$ cat src/rtl/alien_march_scheduler_pkg.sv
// Shared game constants for the alien formation sequencing blocks.
package alien_march_scheduler_pkg;

    localparam int ALIEN_W          = 6;
    localparam int LEVEL_W          = 3;
    localparam int MAX_ALIENS       = 55;
    localparam int TICK_DIV_DEFAULT = 833333;

    typedef enum logic [2:0] {
        ST_IDLE    = 3'd0,
        ST_MARCH   = 3'd1,
        ST_PAUSED  = 3'd2,
        ST_CLEARED = 3'd3,
        ST_OVER    = 3'd4
    } march_state_e;

    // Next wave level, saturating at max_level.
    function automatic logic [LEVEL_W-1:0] next_level(input logic [LEVEL_W-1:0] lvl,
                                                      input int max_level);
        if (int'(lvl) >= max_level)
            return lvl;
        else
            return lvl + 1'b1;
    endfunction

endpackage

$ cat src/rtl/alien_march_scheduler_frame_tick_divider.sv
// Frame tick divider: free-running count of system clocks per frame, with
// a hold enable and synchronous clear. Tick is high on the last count.
module alien_march_scheduler_frame_tick_divider #(
    parameter int TICK_DIV = 4
) (
    input  logic clk_i,
    input  logic reset_i,
    input  logic enable_i,
    output logic frame_tick_o
);

    localparam int W = (TICK_DIV > 1) ? $clog2(TICK_DIV) : 1;
    localparam logic [W-1:0] LAST = W'(TICK_DIV - 1);

    logic [W-1:0] div_q;
    logic [W-1:0] div_d;

    // Next divider value: wrap at the last count, hold when disabled.
    always_comb begin
        div_d = div_q;
        if (enable_i)
            div_d = (div_q == LAST) ? '0 : div_q + 1'b1;
    end

    // Divider register with synchronous clear.
    always_ff @(posedge clk_i) begin
        if (reset_i)
            div_q <= '0;
        else
            div_q <= div_d;
    end

    assign frame_tick_o = (div_q == LAST);

endmodule

$ cat src/rtl/alien_march_scheduler.sv
// Alien march scheduler: wave-level game flow and the formation step strobe.
//
// state   | meaning
// --------+-----------------------------------------------------------
// IDLE    | power-up, waiting for Start
// MARCH   | formation advancing, StepTick every Interval frames
// PAUSED  | frame divider and frame count frozen
// CLEARED | all aliens destroyed, Start begins next level
// OVER    | formation reached bottom, Start restarts at level 0
module alien_march_scheduler
    import alien_march_scheduler_pkg::*;
#(
    parameter int TICK_DIV   = TICK_DIV_DEFAULT,
    parameter int MIN_FRAMES = 2,
    parameter int MAX_LEVEL  = 7
) (
    input  logic               clk_i,
    input  logic               reset_i,
    input  logic               start_i,
    input  logic               pause_i,
    input  logic [ALIEN_W-1:0] aliens_alive_i,
    input  logic               reached_bottom_i,
    output logic               step_tick_o,
    output logic               formation_reset_o,
    output logic [LEVEL_W-1:0] level_o,
    output logic               game_over_o,
    output logic [2:0]         state_o
);

    march_state_e       state_q, state_d;
    logic [7:0]         frame_cnt_q, frame_cnt_d;
    logic [LEVEL_W-1:0] level_q, level_d;
    logic               step_tick_q, step_tick_d;
    logic               formation_reset_q, formation_reset_d;
    logic               game_over_q, game_over_d;

    logic       frame_tick;
    logic       restart;
    logic       march_stay;
    logic       fire;
    logic [7:0] alive8, level8, min8, interval;

    // Restart happens whenever Start launches a wave from a non-marching state.
    assign restart    = (state_d == ST_MARCH) && (state_q != ST_MARCH) && (state_q != ST_PAUSED);
    assign march_stay = (state_q == ST_MARCH) && (state_d == ST_MARCH);

    alien_march_scheduler_frame_tick_divider #(
        .TICK_DIV (TICK_DIV)
    ) u_frame_div (
        .clk_i        (clk_i),
        .reset_i      (reset_i | restart),
        .enable_i     (state_q != ST_PAUSED),
        .frame_tick_o (frame_tick)
    );

    // Step interval in frames; the comparison comes first so the
    // subtraction can never wrap.
    always_comb begin
        alive8 = (int'(aliens_alive_i) > MAX_ALIENS) ? 8'(MAX_ALIENS)
                                                     : {{(8-ALIEN_W){1'b0}}, aliens_alive_i};
        level8 = {{(8-LEVEL_W){1'b0}}, level_q};
        min8   = 8'(MIN_FRAMES);
        if (alive8 > level8)
            interval = min8 + (alive8 - level8);
        else
            interval = min8;
    end

    // >= so that a shrinking interval fires on the very next frame tick.
    assign fire = frame_tick && (frame_cnt_q >= (interval - 8'd1));

    // State and output registers.
    always_ff @(posedge clk_i) begin
        if (reset_i) begin
            state_q           <= ST_IDLE;
            frame_cnt_q       <= '0;
            level_q           <= '0;
            step_tick_q       <= 1'b0;
            formation_reset_q <= 1'b0;
            game_over_q       <= 1'b0;
        end else begin
            state_q           <= state_d;
            frame_cnt_q       <= frame_cnt_d;
            level_q           <= level_d;
            step_tick_q       <= step_tick_d;
            formation_reset_q <= formation_reset_d;
            game_over_q       <= game_over_d;
        end
    end

    // Next-state logic; MARCH exits are prioritised bottom, cleared, pause.
    always_comb begin
        state_d = state_q;
        unique case (state_q)
            ST_IDLE:    if (start_i) state_d = ST_MARCH;
            ST_MARCH: begin
                if (reached_bottom_i)         state_d = ST_OVER;
                else if (aliens_alive_i == '0) state_d = ST_CLEARED;
                else if (pause_i)              state_d = ST_PAUSED;
            end
            ST_PAUSED:  if (!pause_i) state_d = ST_MARCH;
            ST_CLEARED: if (start_i)  state_d = ST_MARCH;
            ST_OVER:    if (start_i)  state_d = ST_MARCH;
            default:    state_d = ST_IDLE;
        endcase
    end

    // Output and datapath next values.
    always_comb begin
        step_tick_d       = march_stay && fire;
        formation_reset_d = restart;
        game_over_d       = (state_d == ST_OVER);
        frame_cnt_d       = frame_cnt_q;
        level_d           = level_q;

        if (restart) begin
            frame_cnt_d = '0;
        end else if (state_q == ST_MARCH && frame_tick) begin
            // On an exit cycle a due step is held back rather than lost.
            if (fire) begin
                if (march_stay)
                    frame_cnt_d = '0;
            end else begin
                frame_cnt_d = frame_cnt_q + 8'd1;
            end
        end

        if (state_q == ST_CLEARED && start_i)
            level_d = next_level(level_q, MAX_LEVEL);
        else if (state_q == ST_OVER && start_i)
            level_d = '0;
    end

    assign step_tick_o       = step_tick_q;
    assign formation_reset_o = formation_reset_q;
    assign level_o           = level_q;
    assign game_over_o       = game_over_q;
    assign state_o           = state_q;

endmodule

$ cat config.mk
export PLATFORM = sky130hd
export DESIGN_NAME = alien_march_scheduler
export DESIGN_NICKNAME = d
export VERILOG_FILES = /design/src/rtl/alien_march_scheduler_pkg.sv /design/src/rtl/alien_march_scheduler_frame_tick_divider.sv /design/src/rtl/alien_march_scheduler.sv
export SDC_FILE = /design/constraint.sdc
export NUM_CORES = 1
export LEC_CHECK = 0
export ABC_CLOCK_PERIOD_IN_PS = 5790
export BUFFER_PORTS_ARGS = -buffer_cell sky130_fd_sc_hd__buf_4
export CAP_MARGIN = 10
export CORE_AREA = 3 3 93 104
export CTS_BUF_LIST = sky130_fd_sc_hd__clkbuf_4 sky130_fd_sc_hd__clkbuf_8
export DETAILED_ROUTE_END_ITERATION = 8
export DIE_AREA = 0 0 96 107
export GPL_TIMING_DRIVEN = 0
export PLACE_DENSITY = 0.44
export SYNTH_ARGS = -nofsm -noshare
export SYNTH_HDL_FRONTEND = slang
export SYNTH_HIERARCHICAL = 1
export SYNTH_SLANG_ARGS = --single-unit
$ cat constraint.sdc
create_clock -name clk_i -period 5.79 [get_ports clk_i]
set_input_delay 1.158 -clock clk_i [delete_from_list [all_inputs] [get_ports clk_i]]
set_output_delay 1.158 -clock clk_i [all_outputs]
set_load 0.02 [all_outputs]
==> out/summary.txt, run 1 <==
Slew headroom -> 58.5%
Number of top-level pins -> 20
Final ANT Viol Nets -> 0
Clock slew at reported path FFs -> 0.08 ns
PostCTS Resize Cnt -> 0
Core ar. -> 8780 um2
Avg Cell Area, Syn -> 8.10 um2
Met3 GRT Util -> 2.53%
Via count -> 2419
Async set or reset register ratio after synthesis -> 0%
1st-pass router iterations -> 4
CTS H-Tree Depth -> 2
Top_reg_cell synth -> dfxtp_1
Hold Crit Start -> u_frame_div/div_q[19]$_SDFFE_PP0P_
Total track usage -> 13.2%
CP max-delay cell -> or4b_1
Worst Setup SP -> aliens_alive_i[5]
CP required -> 5.95 ns
Final Instance Area -> 3060 um2
Register bit total from synthesis -> 37
Max-Cap Viols -> 0
Clock Sinks -> 37
CP Cell Sequence -> buf_2 > nand3_1 > nand2b_1 > ha_1 > a21oi_1 > nand2_1 > a21o_1 > nand2b_1 > ha_1 > inv_1 > or4b_1 > o211ai_1 > a21o_1 > nand2_1 > ha_1 > nand2_1 > nor3_1 > a21oi_1 > o21a_1 > o21bai_1 > nor2_1
Status -> finished, final reports clean
Syn. warnings -> 6
Starting Density -> 30.7%
Row count -> 36
Fin. Hold Viols -> 0
PwrDens -> 179 nW/um2
Element type at the critical path end -> flop
Synth top area cells -> dfxtp_1, ha_1, xnor2_1, a21oi_1, nand2_1
Total wire length -> 6220 um
Post-DP Area -> 2970 um2
DRC -> 0
Chip Height -> 107 um
# diodes -> 0
Nets -> 389
Reg2reg setup slack -> 1.38 ns
Tcrit/Tclk final -> 88.0%
Setup TNS Final -> 0 ns
Yosys top cell area share -> 27.5%
Crit path DAT -> 5.25 ns
Yosys cell types -> 64
Die width -> 96 um
P_leak -> 1.07 nW
Worst path max stage delay -> 0.53 ns
Post-DP HPWL -> 4860 um
Clock buffer depth -> 2
EDFF count, synth -> 0
Root Driver -> clkbuf_8
First-pass GRT wire length -> 10900 um
Synthesized area -> 2700 um2
Cell accounting for the most synthesized area -> dfxtp_1
Crit Path Class -> input port to flop
Antenna violations before repair -> 0
Worst path bufs/invs -> 2
Seq/Total Area, Yosys -> 27.5%
Syn_nets -> 364
Pin count of the biggest net entering global routing -> 12
Fillers -> 953
Max VDD drop -> 0.0969 mV
Total gr overflow -> 0
WL/cell -> 13.1 um
CTS tree -> yes
DR vias/cell -> 5.11
I/O Buffers -> 18
Clock Skew -> 0.00633 ns
Fin. max-slew vios -> 0
Die ar. -> 10300 um2
Ratio of cells with drive above 1 in the final layout -> 15.3%
Fmax -> 0.196 GHz
Worst Max-Slew Pin Slew -> 0.621 ns
CP max FO -> 7
RSZ-0062 raised after global routing -> false
CTS buffer count -> 5
Cts hold-fix bufs -> 0
Gr busiest metal -> met2
Cell family with most CP delay -> simple AND/OR/NAND/NOR gates
FF-to-FF Start -> level_o[2]$_SDFFE_PP0P_
1st-iter DRT viols -> 84
Worst Hold Class -> flop to flop
Global placer's final weighted congestion -> 0.764
Vias in the first global route -> 2350
Met2 usage -> 22.9%
Post-CTS setup buffers -> 0
Synthesized instance count -> 333
# setup viols final -> 0
Synth-to-layout area growth -> 13.5%
CP Launch Type -> input port
Worst-Skew Late Latency -> 0.29 ns
Final min period -> 5.09 ns
Met1 Usage GRT -> 15.6%
routing by layer:
metal / wire [um] / part of all wire [%]
met5: 0 / 0
met4: 115 / 1.8
met1: 2860 / 46
met3: 150 / 2.4
met2: 3090 / 50
layout by cell type, fill, tap and decap left out, types with 5 or more instances in the layout:
cell type / n
or4_1: 6
a21oi_1: 22
nand4_1: 13
nand2b_1: 6
nor2_2: 8
buf_4: 19
nor2_1: 22
ha_1: 19
clkbuf_8: 5
o21ai_0: 16
xor2_1: 7
xnor2_1: 19
nand3_1: 12
or3_1: 10
dfxtp_1: 37
nor3_1: 15
inv_1: 18
nand2_1: 24
o211ai_1: 5
per-stage QoR:
stage | utilization [%] | setup slack, ns | cells | hold slack [ns] | total power, mW
2_1_floorplan | - | 0.973 | 333 | 0.447 | 0.345
3_5_place_dp | 33.9 | 0.360 | 465 | 0.470 | 0.373
6_report | 34.8 | 0.697 | 473 | 0.488 | 0.549
5_1_grt | 34.8 | 0.278 | 473 | 0.539 | 0.587
3_3_place_gp | 33.9 | 0.364 | 465 | 0.458 | 0.373
4_1_cts | 34.8 | 0.651 | 473 | 0.480 | 0.562
cell usage after synthesis, types with 2 or more instances:
cell / instances
o21ai_0: 16
o21bai_1: 2
a31oi_1: 3
or3_1: 10
a21o_1: 4
nor4_1: 2
o211ai_1: 5
nor2_2: 8
or4_1: 6
nor3b_1: 2
nand2b_1: 6
a21oi_1: 22
nor3_1: 15
o31ai_1: 2
xnor2_1: 19
a211o_1: 3
nor4bb_1: 2
buf_2: 4
a21boi_0: 2
clkbuf_1: 3
nand4_1: 13
a211oi_1: 4
nand3_1: 12
a221oi_1: 2
nor2_1: 22
inv_1: 18
dfxtp_1: 37
ha_1: 19
buf_6: 2
a21oi_2: 2
xor2_1: 7
nor2b_1: 4
nand2_1: 24
state kept, by name, indices dropped and copies added, names as in the netlist:
register and cells:
formation_reset_o 1, frame_cnt_q 8, game_over_o 1, level_o 3, state_o 3, step_tick_o 1, u_frame_div/div_q 20
worst reg2reg max path: stages (launching register included):
cell and delay [ns]:
dfxtp_1 0.43, inv_1 0.09, ha_1 0.37, a21oi_1 0.22
nand2_1 0.12, a21o_1 0.23, nand2b_1 0.12, ha_1 0.23
inv_1 0.11, or4b_1 0.53, o211ai_1 0.15, a21o_1 0.15
nand2_1 0.05, ha_1 0.26, nand2_1 0.06, nor3_1 0.32
a21oi_1 0.15, o21a_1 0.19, o21bai_1 0.41, nor2_1 0.10
report_power, final:
part / internal, mW / total (mW) / switching [mW]
Sequential: 0.258 / 0.262 / 0.00439
Combinational: 0.0435 / 0.104 / 0.0609
Clock: 0.0882 / 0.182 / 0.0941
layout make-up:
cell class	count	area [um2]	share of cell area [%]
Buffer	11	66.3	2.17
Tap cell	114	143	4.66
Multi-Input combinational cell	267	1820	59.5
Timing Repair Buffer	18	135	4.42
Inverter	18	67.6	2.21
Clock buffer	6	76.3	2.49
Sequential cell	37	741	24.2
Clock inverter	2	10.0	0.327
final timing paths:
path / endpoint / cells past startpoint
worst min-delay path: u_frame_div/div_q[19]$_SDFFE_PP0P_ / 2
worst max register to register: frame_cnt_q[2]$_SDFFE_PP0P_ / 19
worst min register to register: u_frame_div/div_q[19]$_SDFFE_PP0P_ / 2
worst max-delay path: frame_cnt_q[2]$_SDFFE_PP0P_ / 21
cells by family after synthesis:
logic type | synth area share [%]
adders and majority gates | 9.56
and+or+nand+nor | 30.2
xor gates and xnor gates | 8.45
buffers and inverters | 4.96
AOI/OAI and AO/OA | 19.4
DFF | 27.5
Power figures use the tool's default switching activity.
==> inputs of run 2 (changes only) <==
Settings changed: PLACE_DENSITY 0.44 to 0.48.
==> run 2 against run 1 <==
Compared with the run above: clock skew increased by 0.00058 ns; cell count unchanged; largest cell class unchanged; non-clock buffer count unchanged; register-to-register slack improved by 0.06 ns; critical endpoint unchanged.
==> out/summary.txt, run 2 (same netlist as run 1, synthesis figures left out) <==
DR vias/cell -> 5.11 (about the same)
Cts hold-fix bufs -> 0 (unchanged)
Clock slew at reported path FFs -> 0.08 ns (about the same)
Row count -> 36 (unchanged)
Met2 Wirelength -> 3110 um (was 3090 um)
1st-iter DRT viols -> 77 (was 84)
Worst Max-Slew Pin Slew -> 0.561 ns (was 0.621 ns)
Final Instance Area -> 3060 um2 (unchanged)
Cell family with most CP delay -> compound AO/OA/AOI/OAI gates (was simple AND/OR/NAND/NOR gates)
Routed wl met3 -> 165 um (was 150 um)
Synth-to-layout area growth -> 13.5% (unchanged)
Worst-Skew Late Latency -> 0.29 ns (about the same)
Starting Density -> 30.7% (unchanged)
P_leak -> 1.07 nW (unchanged)
Setup ws final -> 0.756 ns (was 0.697 ns)
Worst Hold Class -> flop to flop (unchanged)
Status -> finished, final reports clean (unchanged)
Crit path DAT -> 5.20 ns (was 5.25 ns)
Max VDD drop -> 0.0738 mV (was 0.0969 mV)
Global placer's final weighted congestion -> 0.758 (was 0.764)
CP max-delay cell -> a211oi_1 (was or4b_1)
Switching pwr -> 0.160 mW (was 0.159 mW)
Switching Share -> 29.2% (was 29.0%)
Most flops, register -> u_frame_div/div_q (unchanged)
Total wire length -> 6140 um (was 6220 um)
Worst path max stage delay -> 0.53 ns (about the same)
Multi-input gate area in the final layout -> 1820 um2 (unchanged)
DRC -> 0 (unchanged)
CP Cell Sequence -> buf_2 > nand3_1 > nand2b_1 > ha_1 > a21oi_1 > nand2_1 > a21o_1 > nand2b_1 > ha_1 > inv_1 > or4b_1 > o211ai_1 > a21o_1 > nand2_1 > ha_1 > nand2_1 > o21ai_0 > a211oi_1 > o21ai_0 > xor2_1 > nor2_1 (was buf_2 > nand3_1 > nand2b_1 > ha_1 > a21oi_1 > nand2_1 > a21o_1 > nand2b_1 > ha_1 > inv_1 > or4b_1 > o211ai_1 > a21o_1 > nand2_1 > ha_1 > nand2_1 > nor3_1 > a21oi_1 > o21a_1 > o21bai_1 > nor2_1)
Place WS -> 0.467 ns (was 0.360 ns)
Post-DP Area -> 2970 um2 (unchanged)
Total track usage -> 13.0% (was 13.2%)
Fin. max-slew vios -> 0 (unchanged)
Commonest non-fill, non-tap cells in the layout -> dfxtp_1, nand2_1, a21oi_1, nor2_1 (unchanged)
Post-DP HPWL -> 4770 um (was 4860 um)
DR top layer -> met4 (unchanged)
Max-Cap Viols -> 0 (unchanged)
Crit Path Class -> input port to flop (unchanged)
PostCTS Resize Cnt -> 0 (unchanged)
Fillers -> 920 (was 953)
Fmax -> 0.199 GHz (was 0.196 GHz)
Storage cell area -> 741 um2 (unchanged)
Slew headroom -> 62.5% (was 58.5%)
RSZ-0062 raised after global routing -> false (unchanged)
1st-pass router iterations -> 4 (unchanged)
CP max FO -> 7 (unchanged)
Number of top-level pins -> 20 (unchanged)
Via count -> 2416 (was 2419)
Most common cell after layout, fill and taps aside -> dfxtp_1 (unchanged)
Element type at the critical path end -> flop (unchanged)
Antenna violations before repair -> 0 (unchanged)
Chip Height -> 107 um (unchanged)
Clock Skew -> 0.00691 ns (was 0.00633 ns)
Post-CTS setup buffers -> 0 (unchanged)
# setup viols final -> 0 (unchanged)
I/O Buffers -> 18 (unchanged)
Ratio of cells with drive above 1 in the final layout -> 15.3% (unchanged)
Nets -> 389 (unchanged)
Clock buffer depth -> 2 (unchanged)
CTS buffer count -> 5 (unchanged)
Core ar. -> 8780 um2 (unchanged)
Root Driver -> clkbuf_8 (unchanged)
Layout Utilization -> 34.8% (unchanged)
Pin count of the biggest net entering global routing -> 12 (unchanged)
Fin. Hold Viols -> 0 (unchanged)
Cell internal pwr -> 0.389 mW (was 0.390 mW)
Total gr overflow -> 0 (unchanged)
PwrDens -> 180 nW/um2 (was 179 nW/um2)
Worst path bufs/invs -> 2 (unchanged)
CTS H-Tree Depth -> 2 (unchanged)
Part of the power in registers -> 47.7% (was 47.8%)
Clk pwr share -> 33.4% (was 33.2%)
Tcrit/Tclk final -> 86.9% (was 88.0%)
Final min period -> 5.03 ns (was 5.09 ns)
CP required -> 5.95 ns (about the same)
Die width -> 96 um (unchanged)
CTS tree -> yes (unchanged)
CP Launch Type -> input port (unchanged)
First-pass GRT wire length -> 10800 um (was 10900 um)
Final ANT Viol Nets -> 0 (unchanged)
Die ar. -> 10300 um2 (unchanged)
# diodes -> 0 (unchanged)
Biggest regs -> u_frame_div/div_q x20, frame_cnt_q x8 (unchanged)
Combinational fraction of design power -> 18.9% (was 19.0%)
Max reg flops -> 20 (unchanged)
Clock Sinks -> 37 (unchanged)
Vias in the first global route -> 2374 (was 2350)
WL/cell -> 13.0 um (was 13.1 um)
Setup TNS Final -> 0 ns (unchanged)
Pwr Total -> 0.550 mW (was 0.549 mW)
Metal-1 WL -> 2710 um (was 2860 um)
-- run 2: cell counts in the layout (fill, tap and decap cells not counted) --
No cell type changed its count.
-- run 2: worst register-to-register path: stages, from the launching register on --
cell      delay (ns)
dfxtp_1         0.42
inv_1           0.09
ha_1            0.37
a21oi_1         0.20
nand2_1         0.11
a21o_1          0.23
nand2b_1        0.12
ha_1            0.23
inv_1           0.11
or4b_1          0.52
o211ai_1        0.16
a21o_1          0.15
nand2_1         0.05
ha_1            0.26
nand2_1         0.08
o21ai_0         0.15
a211oi_1        0.53
o21ai_0         0.22
xor2_1          0.17
nor2_1          0.05
-- run 2: power groups by stage --
| stage | combinational, mW | clock (mW) | sequential, mW |
|---|---|---|---|
| after global routing | 0.119 | 0.202 | 0.263 |
| after global placement | 0.104 | 0 | 0.268 |
| final | 0.104 | 0.183 | 0.262 |
| after CTS | 0.105 | 0.192 | 0.262 |
| after floorplan | 0.0756 | 0 | 0.269 |
| after detailed placement | 0.104 | 0 | 0.268 |
-- run 2: worst paths after layout --
check                                             to  slack (ns)  cells after the start                                from
hold reg to reg   u_frame_div/div_q[19]$_SDFFE_PP0P_        0.49                      2  u_frame_div/div_q[19]$_SDFFE_PP0P_
setup reg to reg         frame_cnt_q[2]$_SDFFE_PP0P_        1.44                     19             level_o[2]$_SDFFE_PP0P_
hold / removal    u_frame_div/div_q[19]$_SDFFE_PP0P_        0.49                      2  u_frame_div/div_q[19]$_SDFFE_PP0P_
setup / recovery         frame_cnt_q[2]$_SDFFE_PP0P_        0.76                     21                   aliens_alive_i[5]
-- run 2: cell type report --
class | instances | area share (%)
Sequential cell | 37 | 24.2
Buffer | 11 | 2.17
Clock buffer | 6 | 2.49
Clock inverter | 2 | 0.327
Inverter | 18 | 2.21
Tap cell | 114 | 4.66
Multi-Input combinational cell | 267 | 59.5
Timing Repair Buffer | 18 | 4.42
-- run 2: per-layer routing --
metal / track usage (%) / vias to the layer above
li1: - / 1262
met1: 15.1 / 1112
met4: 5.28 / 0
met5: 0 / -
met3: 2.39 / 12
met2: 22.8 / 30
-- run 2: through the flow --
stage | hold WS, ns | cells
final | 0.494 | 473
after global routing | 0.527 | 473
after CTS | 0.490 | 473
after detailed placement | 0.478 | 465
after global placement | 0.467 | 465
after floorplan | 0.447 | 333
